--- src/rtl/nw_pkg.sv ---
// Shared Needleman-Wunsch definitions: gap code, direction-symbol bit positions,
// traceback state encoding and the move-selection rule.
package nw_pkg;

  localparam logic [2:0] GAP      = 3'd4;
  localparam int         SYM_DIAG = 2;
  localparam int         SYM_UP   = 1;
  localparam int         SYM_LEFT = 0;

  typedef enum logic [2:0] {
    ST_IDLE = 3'd0,
    ST_READ = 3'd1,
    ST_WAIT = 3'd2,
    ST_EMIT = 3'd3,
    ST_DONE = 3'd4,
    ST_ERR  = 3'd5
  } tr_state_e;

  typedef enum logic [1:0] {
    MV_NONE = 2'd0,
    MV_DIAG = 2'd1,
    MV_UP   = 2'd2,
    MV_LEFT = 2'd3
  } move_e;

  // Border cells force the only legal move; inside the matrix diag > up > left.
  function automatic move_e select_move(input logic [2:0] sym,
                                        input logic       i_zero,
                                        input logic       j_zero);
    move_e mv;
    if (i_zero && !j_zero) begin
      mv = MV_LEFT;
    end else if (j_zero && !i_zero) begin
      mv = MV_UP;
    end else if (sym[SYM_DIAG]) begin
      mv = MV_DIAG;
    end else if (sym[SYM_UP]) begin
      mv = MV_UP;
    end else if (sym[SYM_LEFT]) begin
      mv = MV_LEFT;
    end else begin
      mv = MV_NONE;
    end
    return mv;
  endfunction

endpackage

--- src/rtl/traceback_addr_gen.sv ---
// Traceback cell tracker: holds (i,j) and the matching row-major matrix address,
// updated by constant decrements so no multiplier is needed.
module traceback_addr_gen
  import nw_pkg::*;
#(
  parameter int N  = 128,
  parameter int IW = 9,
  parameter int AW = 15
) (
  input  logic          clk,
  input  logic          rst,
  input  logic          load_i,
  input  logic          step_i,
  input  move_e         move_i,
  output logic [IW-1:0] i_o,
  output logic [IW-1:0] j_o,
  output logic [AW-1:0] rd_addr_o,
  output logic          last_o
);

  localparam logic [IW-1:0] IDX_N      = IW'(N);
  localparam logic [IW-1:0] IDX_ONE    = IW'(1);
  localparam logic [IW-1:0] IDX_ZERO   = IW'(0);
  localparam logic [AW-1:0] ADDR_START = AW'((N + 1) * (N + 1) - 1);
  localparam logic [AW-1:0] STEP_DIAG  = AW'(N + 2);
  localparam logic [AW-1:0] STEP_UP    = AW'(N + 1);
  localparam logic [AW-1:0] STEP_LEFT  = AW'(1);
  localparam logic [AW-1:0] ADDR_ZERO  = AW'(0);

  logic [IW-1:0] i_q, i_d, i_mv_s;
  logic [IW-1:0] j_q, j_d, j_mv_s;
  logic [AW-1:0] addr_q, addr_d, addr_mv_s;

  // Cell reached by applying the pending move, and the load/step selection.
  always_comb begin
    i_mv_s    = i_q;
    j_mv_s    = j_q;
    addr_mv_s = addr_q;
    case (move_i)
      MV_DIAG: begin
        i_mv_s    = i_q - IDX_ONE;
        j_mv_s    = j_q - IDX_ONE;
        addr_mv_s = addr_q - STEP_DIAG;
      end
      MV_UP: begin
        i_mv_s    = i_q - IDX_ONE;
        addr_mv_s = addr_q - STEP_UP;
      end
      MV_LEFT: begin
        j_mv_s    = j_q - IDX_ONE;
        addr_mv_s = addr_q - STEP_LEFT;
      end
      default: begin
        i_mv_s    = i_q;
        j_mv_s    = j_q;
        addr_mv_s = addr_q;
      end
    endcase

    if (load_i) begin
      i_d    = IDX_N;
      j_d    = IDX_N;
      addr_d = ADDR_START;
    end else if (step_i) begin
      i_d    = i_mv_s;
      j_d    = j_mv_s;
      addr_d = addr_mv_s;
    end else begin
      i_d    = i_q;
      j_d    = j_q;
      addr_d = addr_q;
    end
  end

  // Index and address registers.
  always_ff @(posedge clk or negedge rst) begin
    if (!rst) begin
      i_q    <= IDX_ZERO;
      j_q    <= IDX_ZERO;
      addr_q <= ADDR_ZERO;
    end else begin
      i_q    <= i_d;
      j_q    <= j_d;
      addr_q <= addr_d;
    end
  end

  assign i_o       = i_q;
  assign j_o       = j_q;
  assign rd_addr_o = addr_q;
  assign last_o    = (i_mv_s == IDX_ZERO) && (j_mv_s == IDX_ZERO);

endmodule

--- src/rtl/traceback_reader.sv ---
// Walks the direction matrix from (N,N) back to (0,0), emitting one aligned
// residue pair per step through a valid/ready handshake.
module traceback_reader
  import nw_pkg::*;
#(
  parameter int N           = 128,
  parameter int BitAddr     = $clog2(N + 1),
  parameter int addr_lenght = $clog2(((N + 1) * (N + 1)) - 1)
) (
  input  logic                   clk,
  input  logic                   rst,
  input  logic                   start,
  output logic                   rd_en,
  output logic [addr_lenght-1:0] rd_addr,
  input  logic [2:0]             rd_symbol,
  output logic [BitAddr:0]       seq_addr_a,
  output logic [BitAddr:0]       seq_addr_b,
  input  logic [2:0]             a,
  input  logic [2:0]             b,
  output logic                   out_valid,
  input  logic                   out_ready,
  output logic [2:0]             out_a,
  output logic [2:0]             out_b,
  output logic [BitAddr:0]       i,
  output logic [BitAddr:0]       j,
  output logic [BitAddr+1:0]     align_len,
  output logic                   busy,
  output logic                   done,
  output logic                   error
);

  localparam logic [BitAddr:0]   IDX_ONE  = {{BitAddr{1'b0}}, 1'b1};
  localparam logic [BitAddr:0]   IDX_ZERO = {(BitAddr + 1){1'b0}};
  localparam logic [BitAddr+1:0] LEN_ONE  = {{(BitAddr + 1){1'b0}}, 1'b1};
  localparam logic [BitAddr+1:0] LEN_ZERO = {(BitAddr + 2){1'b0}};

  tr_state_e state_q, state_d;
  move_e     move_q, move_d, mv_s;
  logic      rd_en_q, rd_en_d;
  logic      out_valid_q, out_valid_d;
  logic [2:0] out_a_q, out_a_d, out_b_q, out_b_d;
  logic [BitAddr+1:0] align_len_q, align_len_d;
  logic      busy_q, busy_d, done_q, done_d, error_q, error_d;
  logic      load_s, step_s, last_s;

  traceback_addr_gen #(
    .N (N),
    .IW(BitAddr + 1),
    .AW(addr_lenght)
  ) u_addr_gen (
    .clk      (clk),
    .rst      (rst),
    .load_i   (load_s),
    .step_i   (step_s),
    .move_i   (move_q),
    .i_o      (i),
    .j_o      (j),
    .rd_addr_o(rd_addr),
    .last_o   (last_s)
  );

  assign seq_addr_a = i - IDX_ONE;
  assign seq_addr_b = j - IDX_ONE;

  // Next-state, move capture and output-register next values.
  always_comb begin
    state_d     = state_q;
    move_d      = move_q;
    out_valid_d = out_valid_q;
    out_a_d     = out_a_q;
    out_b_d     = out_b_q;
    align_len_d = align_len_q;
    load_s      = 1'b0;
    step_s      = 1'b0;
    mv_s        = select_move(rd_symbol, i == IDX_ZERO, j == IDX_ZERO);

    case (state_q)
      ST_IDLE, ST_DONE, ST_ERR: begin
        if (start) begin
          load_s      = 1'b1;
          align_len_d = LEN_ZERO;
          state_d     = ST_READ;
        end else begin
          state_d = state_q;
        end
      end
      ST_READ: state_d = ST_WAIT;
      ST_WAIT: begin
        case (mv_s)
          MV_DIAG: begin out_a_d = a;   out_b_d = b;   end
          MV_UP:   begin out_a_d = a;   out_b_d = GAP; end
          MV_LEFT: begin out_a_d = GAP; out_b_d = b;   end
          default: begin out_a_d = out_a_q; out_b_d = out_b_q; end
        endcase
        if (mv_s == MV_NONE) begin
          state_d = ST_ERR;
        end else begin
          state_d     = ST_EMIT;
          out_valid_d = 1'b1;
          move_d      = mv_s;
        end
      end
      ST_EMIT: begin
        if (out_ready) begin
          out_valid_d = 1'b0;
          align_len_d = align_len_q + LEN_ONE;
          step_s      = 1'b1;
          state_d     = last_s ? ST_DONE : ST_READ;
        end else begin
          state_d = ST_EMIT;
        end
      end
      default: state_d = ST_IDLE;
    endcase

    rd_en_d = (state_d == ST_READ);
    busy_d  = (state_d == ST_READ) || (state_d == ST_WAIT) || (state_d == ST_EMIT);
    done_d  = (state_d == ST_DONE);
    error_d = (state_d == ST_ERR);
  end

  // State and registered outputs.
  always_ff @(posedge clk or negedge rst) begin
    if (!rst) begin
      state_q     <= ST_IDLE;
      move_q      <= MV_NONE;
      rd_en_q     <= 1'b0;
      out_valid_q <= 1'b0;
      out_a_q     <= 3'd0;
      out_b_q     <= 3'd0;
      align_len_q <= LEN_ZERO;
      busy_q      <= 1'b0;
      done_q      <= 1'b0;
      error_q     <= 1'b0;
    end else begin
      state_q     <= state_d;
      move_q      <= move_d;
      rd_en_q     <= rd_en_d;
      out_valid_q <= out_valid_d;
      out_a_q     <= out_a_d;
      out_b_q     <= out_b_d;
      align_len_q <= align_len_d;
      busy_q      <= busy_d;
      done_q      <= done_d;
      error_q     <= error_d;
    end
  end

  assign rd_en     = rd_en_q;
  assign out_valid = out_valid_q;
  assign out_a     = out_a_q;
  assign out_b     = out_b_q;
  assign align_len = align_len_q;
  assign busy      = busy_q;
  assign done      = done_q;
  assign error     = error_q;

endmodule

--- config.mk ---
export PLATFORM = sky130hd
export DESIGN_NAME = traceback_reader
export DESIGN_NICKNAME = d
export VERILOG_FILES = /design/src/rtl/nw_pkg.sv /design/src/rtl/traceback_addr_gen.sv /design/src/rtl/traceback_reader.sv
export SDC_FILE = /design/constraint.sdc
export NUM_CORES = 1
export LEC_CHECK = 0
export CAP_MARGIN = 20
export CELL_PAD_IN_SITES_DETAIL_PLACEMENT = 1
export CELL_PAD_IN_SITES_GLOBAL_PLACEMENT = 1
export CORE_MARGIN = 2
export CORE_UTILIZATION = 34
export DETAILED_ROUTE_END_ITERATION = 7
export PLACE_DENSITY_LB_ADDON = 0.2
export SLEW_MARGIN = 20
export SYNTH_ARGS = -nofsm -noshare
export SYNTH_HDL_FRONTEND = slang
export SYNTH_SLANG_ARGS = --single-unit
--- constraint.sdc ---
create_clock -name clk -period 2.5 [get_ports clk]
set_clock_uncertainty 0.1 [all_clocks]
set_input_delay 0.5 -clock clk [delete_from_list [all_inputs] [get_ports clk]]
set_output_delay 0.5 -clock clk [all_outputs]
set_load 0.1 [all_outputs]
==> run metrics, run 1 <==
CP required=1.90 ns; vias post-DR=3688; Mean Syn Cell Area=9.029 µm²; CP Max Fanout=4; Synth Cell Area=3711 µm²; Final Slew Violations=0; Netlist cell types=70; Final setup viols=7; EDFF count, synth=0; Final period util=101.9%; Fmax=0.3925 GHz; final wirelength=11990 µm; area grow syn2layout=56.24%; initial antenna violation count=0; Worst Tran Pin Value=0.5651 ns; Final Cell Area=5798 µm²; routed len/inst=17.50 µm; First-pass DRT Iterations=4; Final ANT Viol Nets=0; Die W=108.5 µm; Final min period=2.547 ns; via density per instance=5.384; Setup CP Type=flop to output port; Total GRT Usage=21.62%; crit start category=flop; RSZ-0062 raised after global routing=yes; Async S/R FF share, synth=100.0%; critical path data arrival time=1.95 ns; die area=11770 µm²; Iter 0 DRT Violations=152; slew margin rel.=62.23%; violations in the final reports=setup timing; Post-synth top flop=dfrtp_1; status=complete, but fails checks; antenna fix cells=0; cell taking the most area after synthesis=dfrtp_1; fillcell total=1222; largest net degree at the start of global routing=60; hold buffers post-CTS=0; final hold violation count=0; H-tree Lvls=3; Synthesized Nets=436; clk buf depth=2; I/O Pins=85; Final Instance Count excl. Fillers=685; row count=38; die height=108.5 µm; post-synthesis sequential area ratio=39.78%; final worst slack=-0.04746 ns; Post-Syn Instances=411; root buf cell=clkbuf_8; Max Cap Violations=0; CTS tree=done; IO Port Bufs=84; placed instance area=5371 µm²; GPL Wtd Cong=0.8492; Initial Util=34.54%; grt total ovfl=0; DRC=0; clk slew on worst S/H paths=0.08 ns; Num Clock Sinks=59; global-route wire length before repair=19690 µm; Post-DP HPWL=8752 µm; CP Capture Type=output port; vias in the first global route=3860; Inst Count DP=656; layout cells sized above 1=41.28%; Yosys top cell area share=39.78%; commonest non-fill, non-tap cell in the layout=buf_4; core footprint=10750 µm²; #FFs+latches synth=59; Layout Nets=566; synth top area cells=dfrtp_1, nor2_1, ha_1; Num CTS Buffers=9; Yosys Warn Count=0; worst min-delay path category=input pin to async pin; clock latency on the worst-skew pair=0.36 ns; most frequent cells in the layout=buf_4, dfrtp_1, nor2_1
synthesized netlist by cell type (all sizes together), types with 2 or more instances:
cell type / number
a22oi: 4
clkbuf: 10
nand2: 29
a31oi: 4
o31ai: 3
a21o: 2
xnor2: 16
nand3b: 2
a41o: 2
or2: 6
o21ai: 30
ha: 12
o22ai: 4
o211ai: 5
mux2i: 2
nand2b: 5
or4: 5
nor3b: 3
dfrtp: 59
o41ai: 2
a22o: 6
buf: 11
nor4: 4
and2: 2
a211oi: 5
nor4b: 4
nor2: 42
a31o: 3
xor2: 12
nand3: 11
a221oi: 2
nor2b: 2
nand4: 3
nor3: 12
or3: 9
nand4b: 2
inv: 25
o21a: 3
a21oi: 27
and3: 5
path summary, 6_finish.rpt:
path                                   start                 to  slack (ns)  depth (start not counted)
setup / recovery           u_addr_gen.j_o[1]      seq_addr_b[7]       -0.05                          5
hold / removal                           rst           out_b[2]        0.05                          2
setup reg to reg           u_addr_gen.j_o[0]           out_a[0]       -0.03                          9
hold reg to reg                     out_b[0]           out_b[0]        0.41                          1
max in group asynchronous                rst  u_addr_gen.i_o[5]        1.96                          2
min in group clk                    out_b[0]           out_b[0]        0.41                          1
state kept, by name, indices dropped and copies added (netlist names):
signal                count
move_q                    2
state_q                   3
done                      1
u_addr_gen.rd_addr_o     15
out_a                     3
error                     1
busy                      1
out_valid                 1
out_b                     3
align_len                10
u_addr_gen.j_o            9
rd_en                     1
u_addr_gen.i_o            9
critical path, cell delays in order (launching register included):
cell	delay, ns
dfrtp_4	0.51
or2_4	0.30
nor2_4	0.10
nand4_1	0.22
xnor2_4	0.27
buf_12	0.20
cell families after synthesis:
group,Yosys count,synth area share [%]
adder cells (fa/ha/maj),13,4.315
multiplexers,2,0.5395
flip-flops,59,39.78
buffers and inverters,46,5.596
AO/OA/AOI/OAI,114,20.67
AND/OR/NAND/NOR,149,22.49
XOR/XNOR,28,6.608
through the flow:
step | util [%] | setup WS [ns] | TNS (ns) | hold WS (ns)
2_1_floorplan | - | -0.5922 | -9.769 | 0.1044
3_3_place_gp | 49.99 | 0.01677 | 0 | 0.3884
3_5_place_dp | 49.99 | -0.03217 | -0.06628 | 0.3907
4_1_cts | 53.02 | -0.04268 | -0.1224 | 0.06069
5_1_grt | 53.96 | -0.1016 | -0.6310 | 0.07379
6_report | 53.96 | -0.04746 | -0.1891 | 0.05107
cell type report:
| class | count | area [µm²] | share of cell area (%) |
|---|---|---|---|
| Clock buffer | 10 | 137.6 | 2.374 |
| Clock inverter | 5 | 77.57 | 1.338 |
| Inverter | 25 | 111.4 | 1.921 |
| Multi-Input combinational cell | 306 | 2462 | 42.47 |
| Sequential cell | 59 | 1505 | 25.96 |
| Tap cell | 140 | 175.2 | 3.021 |
| Timing Repair Buffer | 140 | 1329 | 22.92 |
layer usage:
| layer | vias up | global-route usage (%) | part of all wire, % |
|---|---|---|---|
| met3 | 13 | 2.954 | 3.7 |
| li1 | 1742 | - | - |
| met2 | 68 | 37.59 | 52 |
| met1 | 1865 | 27.00 | 43 |
| met5 | - | 0 | 0 |
| met4 | 0 | 8.516 | 1.7 |
what timing repair did:
action | in CTS | in global routing
pin swaps | 8 | 11
gates cloned | 0 | 0
endpoints found under the setup margin | 9 | 23
setup buffers | 9 | 6
resized for setup | 11 | 13
Power of run 1 is left out: the tool's default activity adds up to more than one toggle a clock period on the data nets, which glitch-free logic cannot reach.
==> inputs of run 2 (changes only) <==
- CORE_ASPECT_RATIO: default -> 1.75
- CORE_UTILIZATION: 34 -> 28
==> run metrics, run 2 (synthesis gave the netlist of run 1 again) <==
Final setup viols=2 (-5); final hold violation count=0 (unchanged); Worst Tran Pin Value=0.5025 ns (-0.06251 ns); Total GRT Usage=18.63% (-3.0 points); hold buffers post-CTS=0 (unchanged); GPL Wtd Cong=0.8310 (-2.1%); Crit Reg-Reg Endpoint=busy; violations in the final reports=setup timing; I/O Pins=85 (unchanged); vias in the first global route=4015 (+4.0%); max reg flops=15 (unchanged); Final ANT Viol Nets=0 (unchanged); row count=55 (+45%); RSZ-0062 raised after global routing=yes; Post-DP HPWL=9755 µm (+11%); Fmax=0.3978 GHz (+1.3%); slew margin rel.=66.37% (+4.1 points); global-route wire length before repair=20780 µm (+5.5%); most frequent cells in the layout=buf_4, dfrtp_1, nor2_1; Register-to-Register Path Depth=8 (-1); Num CTS Buffers=9 (unchanged); Final min period=2.514 ns (-0.03342 ns); antenna fix cells=0 (unchanged); area grow syn2layout=60.89%; fillcell total=1500 (+23%); clock latency on the worst-skew pair=0.33 ns (-0.03 ns); core footprint=12940 µm² (+20%); final core utilization=46.15% (-7.8 points); IO Port Bufs=84 (unchanged); commonest non-fill, non-tap cell in the layout=buf_4; grt total ovfl=0 (unchanged); via density per instance=5.122 (-4.9%); H-tree Lvls=3 (unchanged); CTS tree=done; DR top layer=met4; critical path data arrival time=1.91 ns (-0.04 ns); DRC=0 (unchanged); root buf cell=clkbuf_16; clk buf depth=2 (unchanged); Die W=91.03 µm (-16%); largest net degree at the start of global routing=60 (unchanged); Iter 0 DRT Violations=104 (-32%); Initial Util=28.68% (-5.9 points); CP Max Fanout=4 (unchanged); Setup TNS Final=-0.01501 ns (+0.1741 ns); final worst slack=-0.01404 ns (+0.03342 ns); final wirelength=12880 µm (+7.4%); Metal-1 WL=4607 µm (-10%); worst min-delay path category=input pin to async pin; die height=156.3 µm (+44%); Layout Nets=572 (+1.1%); area of the multi-input gates=2477 µm² (+0.61%); initial antenna violation count=0 (unchanged); R2R Setup Slk=0.05 ns (+0.08 ns); Setup CP Type=flop to output port; status=complete, but fails checks; clk slew on worst S/H paths=0.06 ns (-0.02 ns); Final Slew Violations=0 (unchanged); CP required=1.90 ns (about the same); Setup WS pre-CTS=-0.1203 ns (-0.08816 ns); First-pass DRT Iterations=4 (unchanged); routed len/inst=17.83 µm (+1.9%); die area=14230 µm² (+21%); register area=1505 µm² (unchanged); layout cells sized above 1=41.38% (+0.095 points); crit start category=flop; Num Clock Sinks=59 (unchanged); Max Cap Violations=0 (unchanged); R2R Path Start=u_addr_gen.j_o[0]; metal2 WL=7615 µm (+23%); DR WL met3=330 µm (-27%); Final period util=100.6% (-1.3 points); vias post-DR=3698 (+0.27%); CP Capture Type=output port
-- run 2: changes by cell type in the layout (fill, tap and decap cells not counted), sizes merged --
cell / change
buf: +6
clkinv: -1
clkinvlp: -1
clkbuf: +3
bufinv: -1
-- run 2: stage by stage --
| stage | area, µm² | hold WS, ns | cells |
|---|---|---|---|
| 2_1_floorplan | 4114 | 0.1044 | 411 |
| 3_3_place_gp | 5470 | 0.3860 | 695 |
| 3_5_place_dp | 5470 | 0.3907 | 695 |
| 4_1_cts | 5872 | 0.09124 | 718 |
| 5_1_grt | 5971 | 0.1065 | 722 |
| 6_report | 5971 | 0.07899 | 722 |
-- run 2: final cells by class --
class / instances / area share, %
multi-input combinational: 306 / 41.49
inverter: 25 / 1.865
timing repair buffer: 146 / 22.74
sequential: 59 / 25.21
clock inverter: 2 / 0.5868
clock buffer: 13 / 4.526
tap: 171 / 3.583
-- run 2: worst max path at each step --
stage | startpoint | to | slack [ns] | cells after the start
2_1_floorplan | u_addr_gen.j_o[0] | seq_addr_b[8] | -0.59 | 5
6_report | u_addr_gen.j_o[0] | seq_addr_b[8] | -0.01 | 7
4_1_cts | u_addr_gen.j_o[0] | seq_addr_b[8] | -0.03 | 7
3_3_place_gp | out_ready | u_addr_gen.rd_addr_o[14] | -0.06 | 6
3_5_place_dp | out_ready | u_addr_gen.rd_addr_o[14] | -0.12 | 7
5_1_grt | u_addr_gen.j_o[0] | seq_addr_b[8] | -0.09 | 7
-- run 2: routing by layer --
metal	vias to the layer above	GRT usage, %
li1	1751	-
met1	1859	18.39
met2	69	37.39
met3	19	2.937
met4	0	8.081
met5	-	0
-- run 2: worst max-delay path, cell delays in order (launching register included) --
cell	delay [ns]
dfrtp_4	0.50
clkinvlp_4	0.11
ha_4	0.15
nor3b_4	0.23
buf_6	0.16
nand2_4	0.06
xnor2_4	0.18
buf_12	0.19
-- run 2: what timing repair did --
action | CTS | global route
setup endpoints to repair | 8 | 22
setup buffers | 8 | 4
resized for setup | 11 | 14
pin swaps | 9 | 7
Power of run 2 is left out for the same reason.
==> inputs of run 3 (changes only) <==
- CORE_UTILIZATION: 28 -> 34
==> run metrics, run 3 (synthesis gave the netlist of run 1 again) <==
status=complete, but fails checks; violations in the final reports=setup timing; worst min-delay path category=input pin to async pin; CP Capture Type=output port; H-tree Lvls=3 (unchanged); RSZ-0062 raised after global routing=yes; root buf cell=clkbuf_16; routed len/inst=19.35 µm (+8.5%); layout cells sized above 1=40.73% (-0.65 points); die height=142.2 µm (-9.0%); grt total ovfl=0 (unchanged); hold buffers post-CTS=0 (unchanged); Final Slew Violations=0 (unchanged); GPL Wtd Cong=0.8263 (-0.57%); antenna fix cells=0 (unchanged); CP peak stage delay=0.50 ns (about the same); Setup TNS Final=-0.2213 ns (-0.2063 ns); Cell Chain, Critical Path=clkinvlp_4 > ha_4 > nor3b_4 > buf_6 > buf_12 > xor2_4 > buf_12; via density per instance=5.499 (+7.4%); row count=50 (-9.1%); critical path data arrival time=1.97 ns (+0.06 ns); I/O Pins=85 (unchanged); Final min period=2.569 ns (+0.05494 ns); Final Cell Area=5886 µm² (-1.4%); Post-DP HPWL=9828 µm (+0.74%); Iter 0 DRT Violations=199 (+91%); Layout Nets=571 (-0.17%); final worst slack=-0.06898 ns (-0.05494 ns); Final period util=102.8% (+2.2 points); commonest non-fill, non-tap cell in the layout=buf_4; DRC=0 (unchanged); initial antenna violation count=0 (unchanged); final wirelength=13160 µm (+2.2%); Max Cap Violations=0 (unchanged); clk slew on worst S/H paths=0.05 ns (about the same); slew margin rel.=65.17% (-1.2 points); cell mode on critical path=buf_12; Setup CP Type=flop to output port; Num Clock Sinks=59 (unchanged); vias in the first global route=4162 (+3.7%); CP Max Fanout=4 (unchanged); IO Port Bufs=84 (unchanged); Worst Tran Pin Value=0.5225 ns (+0.01995 ns); most frequent cells in the layout=buf_4, dfrtp_1, nor2_1; placed instance area=5401 µm² (-1.3%); CTS tree=done; Total GRT Usage=23.31% (+4.7 points); max reg flops=15 (unchanged); global-route wire length before repair=21670 µm (+4.3%); Final ANT Viol Nets=0 (unchanged); Initial Util=34.69% (+6.0 points); clock latency on the worst-skew pair=0.34 ns (about the same); Num CTS Buffers=9 (unchanged); CP required=1.90 ns (about the same); core footprint=10700 µm² (-17%); CP max-delay cell=dfrtp_4; Final setup viols=4 (+2); clk buf depth=2 (unchanged); First-pass DRT Iterations=4 (unchanged); Fmax=0.3893 GHz (-2.1%); Setup WS pre-CTS=-0.1052 ns (+0.01509 ns); die area=11800 µm² (-17%); largest net degree at the start of global routing=23 (-62%); vias post-DR=3739 (+1.1%); Die W=82.98 µm (-8.8%); final hold violation count=0 (unchanged); crit start category=flop; area grow syn2layout=58.60%
[run 3: cell types whose count changed in the layout (fill, tap and decap cells not counted), sizes merged]
cell	previous run	this run
buf	135	134
[run 3: per-stage QoR]
stage	utilization [%]	hold slack, ns	std cells
3_3_place_gp	50.49	0.3855	655
2_1_floorplan	-	0.1044	411
4_1_cts	54.53	0.04125	677
3_5_place_dp	50.49	0.3916	655
5_1_grt	55.02	0.06665	680
6_report	55.02	0.03160	680
[run 3: path summary, 6_finish.rpt]
check                             startpoint                        to  slack (ns)  depth (start not counted)
min in group clk                    out_b[0]                  out_b[0]        0.41                          1
max in group asynchronous                rst         u_addr_gen.i_o[0]        1.59                          2
max reg2reg                u_addr_gen.j_o[0]                      busy       -0.02                          8
min                                      rst  u_addr_gen.rd_addr_o[13]        0.03                          1
min reg2reg                         out_b[0]                  out_b[0]        0.41                          1
max                        u_addr_gen.j_o[0]             seq_addr_b[4]       -0.07                          7
[run 3: final cells by class]
class | instances | area (µm²)
Clock buffer | 13 | 260.3
Clock inverter | 2 | 35.03
Fill cell | 1183 | 4812
Inverter | 25 | 108.9
Multi-Input combinational cell | 306 | 2476
Sequential cell | 59 | 1505
Tap cell | 130 | 162.7
Timing Repair Buffer | 145 | 1338
[run 3: timing repair]
item	4_1_cts	5_1_grt
hold endpoints to repair	0	0
buffers inserted	7	3
endpoints found under the setup margin	20	18
pin swaps	9	6
gates resized for setup	18	7
[run 3: critical path: cells and delay by family (launching register included)]
kind | cells | cell delay, ns
xor+xnor | 1 | 0.16
fa+ha+maj | 1 | 0.14
buf+inv | 4 | 0.54
flops | 1 | 0.50
simple gates | 1 | 0.27
[run 3: layer usage]
layer / GRT usage, % / vias up / share of wire, %
li1: - / 1742 / -
met1: 23.98 / 1886 / 36
met2: 45.42 / 85 / 58
met3: 4.408 / 26 / 3.0
met4: 9.577 / 0 / 3.0
met5: 0 / - / 0
Power of run 3 is left out for the same reason.
